File: src/rtl/mem_stage.sv
// Memory-access stage: splits loads/stores into byte transactions on a shared byte-wide RAM port.
// Latency: non-memory ops 0 cycles; load N+1 cycles, store N cycles (gnt held); stallreq holds ex_mem meanwhile.
// Optional MEM_ALIGN_CHECK_EN: misaligned LH/LHU/SH/LW/SW retire as NOPs and raise err_misalign.
module mem_stage (
    input  logic        clk,
    input  logic        rst,
    input  logic [6:0]  mem_opcode,
    input  logic [7:0]  mem_opt,
    input  logic        mem_we,
    input  logic [4:0]  mem_waddr,
    input  logic [31:0] mem_alu,
    input  logic [31:0] mem_rdata2,
    input  logic        ram_gnt,
    input  logic [7:0]  ram_rdata,
    output logic        ram_req,
    output logic        ram_we,
    output logic [31:0] ram_addr,
    output logic [7:0]  ram_wdata,
    output logic        stallreq,
    output logic        wb_we,
    output logic [4:0]  wb_waddr,
    output logic [31:0] wb_wdata,
    output logic        err_misalign
);
    localparam logic [6:0] OP_LOAD  = 7'b0000011;
    localparam logic [6:0] OP_STORE = 7'b0100011;
    localparam logic [7:0] OPT_LB  = 8'd10, OPT_LH  = 8'd11, OPT_LW = 8'd12;
    localparam logic [7:0] OPT_LBU = 8'd13, OPT_LHU = 8'd14;
    localparam logic [7:0] OPT_SB  = 8'd15, OPT_SH  = 8'd16, OPT_SW = 8'd17;

    logic [2:0]  cnt;
    logic        pend;
    logic [31:0] buf_q;

    logic        is_load, is_store, sext, misalign, active;
    logic [2:0]  nbytes;
    logic        issue, granted, load_done, store_done;
    logic [1:0]  cap_idx;
    logic [31:0] merged, load_word;

    always_comb begin
        is_load  = 1'b0;
        is_store = 1'b0;
        sext     = 1'b0;
        nbytes   = 3'd0;
        if (mem_opcode == OP_LOAD) begin
            case (mem_opt)
                OPT_LB:  begin is_load = 1'b1; nbytes = 3'd1; sext = 1'b1; end
                OPT_LH:  begin is_load = 1'b1; nbytes = 3'd2; sext = 1'b1; end
                OPT_LW:  begin is_load = 1'b1; nbytes = 3'd4; end
                OPT_LBU: begin is_load = 1'b1; nbytes = 3'd1; end
                OPT_LHU: begin is_load = 1'b1; nbytes = 3'd2; end
                default: ;
            endcase
        end else if (mem_opcode == OP_STORE) begin
            case (mem_opt)
                OPT_SB:  begin is_store = 1'b1; nbytes = 3'd1; end
                OPT_SH:  begin is_store = 1'b1; nbytes = 3'd2; end
                OPT_SW:  begin is_store = 1'b1; nbytes = 3'd4; end
                default: ;
            endcase
        end
    end

`ifdef MEM_ALIGN_CHECK_EN
    assign misalign = ((nbytes == 3'd2) && mem_alu[0]) ||
                      ((nbytes == 3'd4) && (mem_alu[1:0] != 2'b00));
`else
    assign misalign = 1'b0;
`endif

    assign active     = (is_load || is_store) && !misalign;
    assign issue      = active && (cnt < nbytes);
    assign granted    = issue && ram_gnt;
    assign load_done  = active && is_load && pend && (cnt == nbytes);
    assign store_done = active && is_store && granted && (cnt == nbytes - 3'd1);

    // The byte captured this cycle belongs at lane cnt-1; cnt==4 wraps to lane 3.
    assign cap_idx = cnt[1:0] - 2'd1;

    always_comb begin
        merged = buf_q;
        if (pend) merged[{cap_idx, 3'b000} +: 8] = ram_rdata;
    end

    always_comb begin
        case (nbytes)
            3'd1:    load_word = sext ? {{24{merged[7]}}, merged[7:0]}
                                      : {24'b0, merged[7:0]};
            3'd2:    load_word = sext ? {{16{merged[15]}}, merged[15:0]}
                                      : {16'b0, merged[15:0]};
            default: load_word = merged;
        endcase
    end

    always_ff @(posedge clk) begin
        if (rst) begin
            cnt   <= 3'd0;
            pend  <= 1'b0;
            buf_q <= 32'd0;
        end else begin
            pend <= granted && is_load;
            if (load_done || store_done) cnt <= 3'd0;
            else if (granted)            cnt <= cnt + 3'd1;
            if (pend) buf_q[{cap_idx, 3'b000} +: 8] <= ram_rdata;
        end
    end

    always_comb begin
        ram_req      = 1'b0;
        ram_we       = 1'b0;
        ram_addr     = 32'd0;
        ram_wdata    = 8'd0;
        stallreq     = 1'b0;
        wb_we        = 1'b0;
        wb_waddr     = 5'd0;
        wb_wdata     = 32'd0;
        err_misalign = 1'b0;
        if (!rst) begin
            err_misalign = misalign;
            if (!(is_load || is_store)) begin
                wb_we    = mem_we;
                wb_waddr = mem_waddr;
                wb_wdata = mem_alu;
            end else if (!misalign) begin
                ram_req  = issue;
                stallreq = !(load_done || store_done);
                wb_waddr = mem_waddr;
                if (issue) begin
                    ram_we    = is_store;
                    ram_addr  = mem_alu + {29'd0, cnt};
                    ram_wdata = mem_rdata2[{cnt[1:0], 3'b000} +: 8];
                end
                if (load_done) begin
                    wb_we    = mem_we;
                    wb_wdata = load_word;
                end
            end
        end
    end
endmodule

File: config.mk
export PLATFORM = sky130hd
export DESIGN_NAME = mem_stage
export DESIGN_NICKNAME = d
export VERILOG_FILES = /design/src/rtl/mem_stage.sv
export SDC_FILE = /design/constraint.sdc
export NUM_CORES = 1
export LEC_CHECK = 0
export ABC_AREA = 1
export CAP_MARGIN = 20
export CORE_MARGIN = 1
export CORE_UTILIZATION = 45
export DETAILED_ROUTE_END_ITERATION = 8
export MAX_ROUTING_LAYER = met4
export PLACE_DENSITY = 0.94
export REMOVE_ABC_BUFFERS = 1
export SLEW_MARGIN = 20
export SYNTH_ARGS = -nofsm -noshare
export SYNTH_HDL_FRONTEND = slang
export SYNTH_SLANG_ARGS = --single-unit
File: constraint.sdc
create_clock -name clk -period 6.7 [get_ports clk]
set_input_delay 1.34 -clock clk [delete_from_list [all_inputs] [get_ports clk]]
set_output_delay 1.34 -clock clk [all_outputs]
set_load 0.02 [all_outputs]
==> out/summary.md, run 1 <==
The number of synthesized register bits is 36. The logs give 2 for the maximum level of the CTS H-tree and 30.9% for the global-route usage over all layers. The reg-to-reg critical path startpoint is cnt[1]$_SDFFE_PP0P_.

In this run the deepest clock path goes through 2 buffers. For this run, the top clock speed supported by timing is 160 MHz. The biggest area consumer among synthesized cells is sky130_fd_sc_hd__dfxtp_1.

Setup repair after global routing left no endpoint under its margin. After legalization and detailed placement, the total HPWL measured 11500 um. The tools report the remaining antenna violation count after routing as 0. The setup TNS after final layout was 0 ns; the total count of hold-check failures in the final report was 0.

The number of max-slew violations in the final report is 0. The run finished with clean final reports. The clock tree skew after final layout was 0.00687 ns. The tree built by TritonCTS fans out to 36 sinks. The detailed router finished its first iteration with 390 violations. The area growth from synthesis to layout is 45.8%. The first global-routing pass estimated 23500 um of wire.

The clock edge transition at the registers on the reported setup and hold paths was 0.07 ns; the share of Yosys cell area claimed by the top area cell type was 17.7%. The transition time of the tightest slew-check pin is 0.834 ns, and the post-synthesis instance total is 708. Endpoint type of the worst setup path: an output port. The type of the worst setup path was in2out. For the routed wire length, the log shows 14400 um.

The worst setup path is launched from a primary input. Post-CTS timing repair inserted 0 buffers for setup. The run gives 86.2 uV as the peak supply drop. The required arrival time at the worst endpoint is 5.36 ns, and the floorplan die height is 97.0 um. TritonCTS built the clock tree.

Mean instance size in the synthesized netlist: 5.74 um^2. The logs give 46.6% for the initial core utilization and 0.00872 mm^2 for the placeable core region. The total overflow left after global routing is 0. The logs give 0.00941 mm^2 for the die area and 0.00406 mm^2 for the summed instance area of the synthesized netlist. The tools report the number of I/O pins as 178.

0 antenna diodes ended up in the layout. Largest fanout on the critical path: 28. The root cell of the clock tree was sky130_fd_sc_hd__clkbuf_8. Of the cells placed in the final design, the portion with a size suffix greater than 1 is 6.90%. The tools report the routability congestion estimate from global placement as 0.990. Most used standard cell by instance count after synthesis: sky130_fd_sc_hd__nor2_1.

After the last flow step, the layout net total stands at 980. The leading register cell type out of synthesis was sky130_fd_sc_hd__dfxtp_1. Dividing total power by cell area gives a power density of 91.3 mW/mm^2. The Yosys step of the flow raised 0 warnings.

The number of distinct library cell variants in the gate-level netlist after synthesis was 39. The run gives 0 as the number of cells upsized or downsized after cts. Counting I/O delays and the setup requirement, the final critical path takes 6.27 ns.

For this run, asynchronously set or reset flops after synthesis account for 0%. At the worst endpoint, the arrival time is 4.93 ns. The average routed wire per standard cell works out to 14.8 um. The clock insertion delay at the later pin of the skew report is 0.29 ns, and the number of enable-type register cells in the synthesized netlist is 0. After layout, the worst path uses 93.6% of the clock period.

Setup violations remaining at the end of the flow were counted as 0. Floorplan die width: 97.0 um. In this run the worst setup path begins at mem_opcode[3].

The relative slew slack is 44.4%. Across all hold checks on the routed design, the worst slack comes to 0.519 ns. Buffers placed on the I/O ports in this run total 176.

Largest net degree at the start of global routing: 44. The worst hold path begins at buf_q[31]$_SDFF_PP0_. The initial antenna violation count is 0. For the reported leakage power, the log shows 2.37 nW. Counting the buffers created by CTS gives 5. After synthesis, the cell types taking the most area are sky130_fd_sc_hd__dfxtp_1, sky130_fd_sc_hd__nor2_1, sky130_fd_sc_hd__nand2_1. The run gives 17.7% as the sequential-to-total area share from yosys stat.

After clock tree synthesis, the flow added hold-fix buffers numbering 0. The ratio of routed vias to standard cells was 5.38. For the via count, the log shows 5252. In the synthesized netlist, the cells that appear most often are sky130_fd_sc_hd__nor2_1, sky130_fd_sc_hd__nand2_1, sky130_fd_sc_hd__inv_1. After detailed routing, the number of remaining DRC violations is 0. The floorplan has 34 rows. The number of global-route vias before repair was 5018; the number of violations of the max-capacitance limit was 0. In this run the worst hold path is classified as reg2reg. The tools report the number of iterations in the first detailed-routing pass as 5.
==> final cells by class <==
cell class / instances / area (um^2)
Multi-Input combinational cell: 564 / 2870
Tap cell: 108 / 135
Inverter: 82 / 308
Timing Repair Buffer: 179 / 1800
Sequential cell: 36 / 721
Clock buffer: 8 / 90.1
Fill cell: 804 / 2800
==> final timing paths <==
path | slack, ns | endpoint | depth (start not counted)
worst max-delay path | 0.43 | ram_addr[6] | 16
worst min-delay path | 0.52 | buf_q[31]$_SDFF_PP0_ | 2
worst max register to register | 3.92 | buf_q[17]$_SDFF_PP0_ | 5
worst min register to register | 0.52 | buf_q[31]$_SDFF_PP0_ | 2
==> logic make-up after synthesis <==
group / count (synthesis) / synth area share (%)
simple gates: 391 / 42.6
compound gates: 141 / 19.7
buf+inv: 108 / 11.5
flops: 36 / 17.7
fa+ha+maj: 16 / 5.11
xor+xnor: 14 / 3.02
other cells: 1 / 0.0923
mux: 1 / 0.246
==> power breakdown <==
| group | internal (W) | switching, W |
|---|---|---|
| Sequential | 0.000214 | 0.000000000120 |
| Clock | 0.0000838 | 0.0000750 |
| Combinational | 0.0000861 | 0.0000821 |
| Total | 0.000384 | 0.000157 |
==> through the flow <==
stage	cells	setup WS (ns)	utilization, %	total power [W]	instance area, um^2
after detailed placement	969	0.508	66.9	0.000385	5830
final	977	0.431	67.9	0.000541	5920
after floorplan	682	1.57	-	0.000278	3900
after global placement	969	0.614	66.9	0.000384	5830
after global routing	977	0.148	67.9	0.000563	5920
after CTS	977	0.480	67.9	0.000540	5920
==> worst max-delay path: stages <==
cell and delay [ns]:
sky130_fd_sc_hd__clkdlybuf4s50_1 0.41, sky130_fd_sc_hd__nor2_1 0.13, sky130_fd_sc_hd__nand2_2 0.12, sky130_fd_sc_hd__nor2_2 0.22
sky130_fd_sc_hd__nand2_1 0.14, sky130_fd_sc_hd__o21ai_0 0.16, sky130_fd_sc_hd__inv_1 0.06, sky130_fd_sc_hd__ha_1 0.31
sky130_fd_sc_hd__a21oi_1 0.16, sky130_fd_sc_hd__nand2_1 0.09, sky130_fd_sc_hd__inv_1 0.06, sky130_fd_sc_hd__nand2_1 0.12
sky130_fd_sc_hd__nor2_4 0.37, sky130_fd_sc_hd__inv_2 0.31, sky130_fd_sc_hd__nor3b_1 0.29, sky130_fd_sc_hd__clkdlybuf4s50_1 0.64
==> registers in the layout (all words and copies together), names as in the netlist <==
name / cells
buf_q: 32
cnt: 3
pend: 1
==> metal layers <==
metal  part of all wire [%]  vias to the layer above  GRT usage, %
met2                     46                      267          50.8
met5                      0                        -             -
met4                    2.9                        0          10.9
met3                    7.4                       41          2.82
li1                       -                     2605             -
met1                     43                     2339          39.6
==> layout by cell type, fill, tap and decap left out, types with 3 or more instances in the layout <==
cell / count
sky130_fd_sc_hd__nand2_1: 138
sky130_fd_sc_hd__xor2_1: 11
sky130_fd_sc_hd__a21oi_1: 58
sky130_fd_sc_hd__nand4_1: 15
sky130_fd_sc_hd__inv_2: 7
sky130_fd_sc_hd__o21ai_1: 13
sky130_fd_sc_hd__xnor2_1: 3
sky130_fd_sc_hd__nand2_2: 14
sky130_fd_sc_hd__a21oi_2: 5
sky130_fd_sc_hd__nand3_1: 17
sky130_fd_sc_hd__o21ai_0: 37
sky130_fd_sc_hd__clkdlybuf4s50_1: 176
sky130_fd_sc_hd__a22oi_1: 21
sky130_fd_sc_hd__nor2_1: 165
sky130_fd_sc_hd__nand3b_1: 3
sky130_fd_sc_hd__clkbuf_8: 6
sky130_fd_sc_hd__dfxtp_1: 36
sky130_fd_sc_hd__nor2_4: 4
sky130_fd_sc_hd__ha_1: 15
sky130_fd_sc_hd__nor3_1: 15
sky130_fd_sc_hd__nor2_2: 6
sky130_fd_sc_hd__inv_1: 74
sky130_fd_sc_hd__nor3_2: 8
No activity file was read; power rests on OpenSTA's default activity.
==> run 2, diff against run 1 <==
Settings changed: CTS_CLUSTER_DIAMETER set to 50.
==> results of run 2 <==
Same layout as run 1: the final DEF is identical, and so are final timing and power.
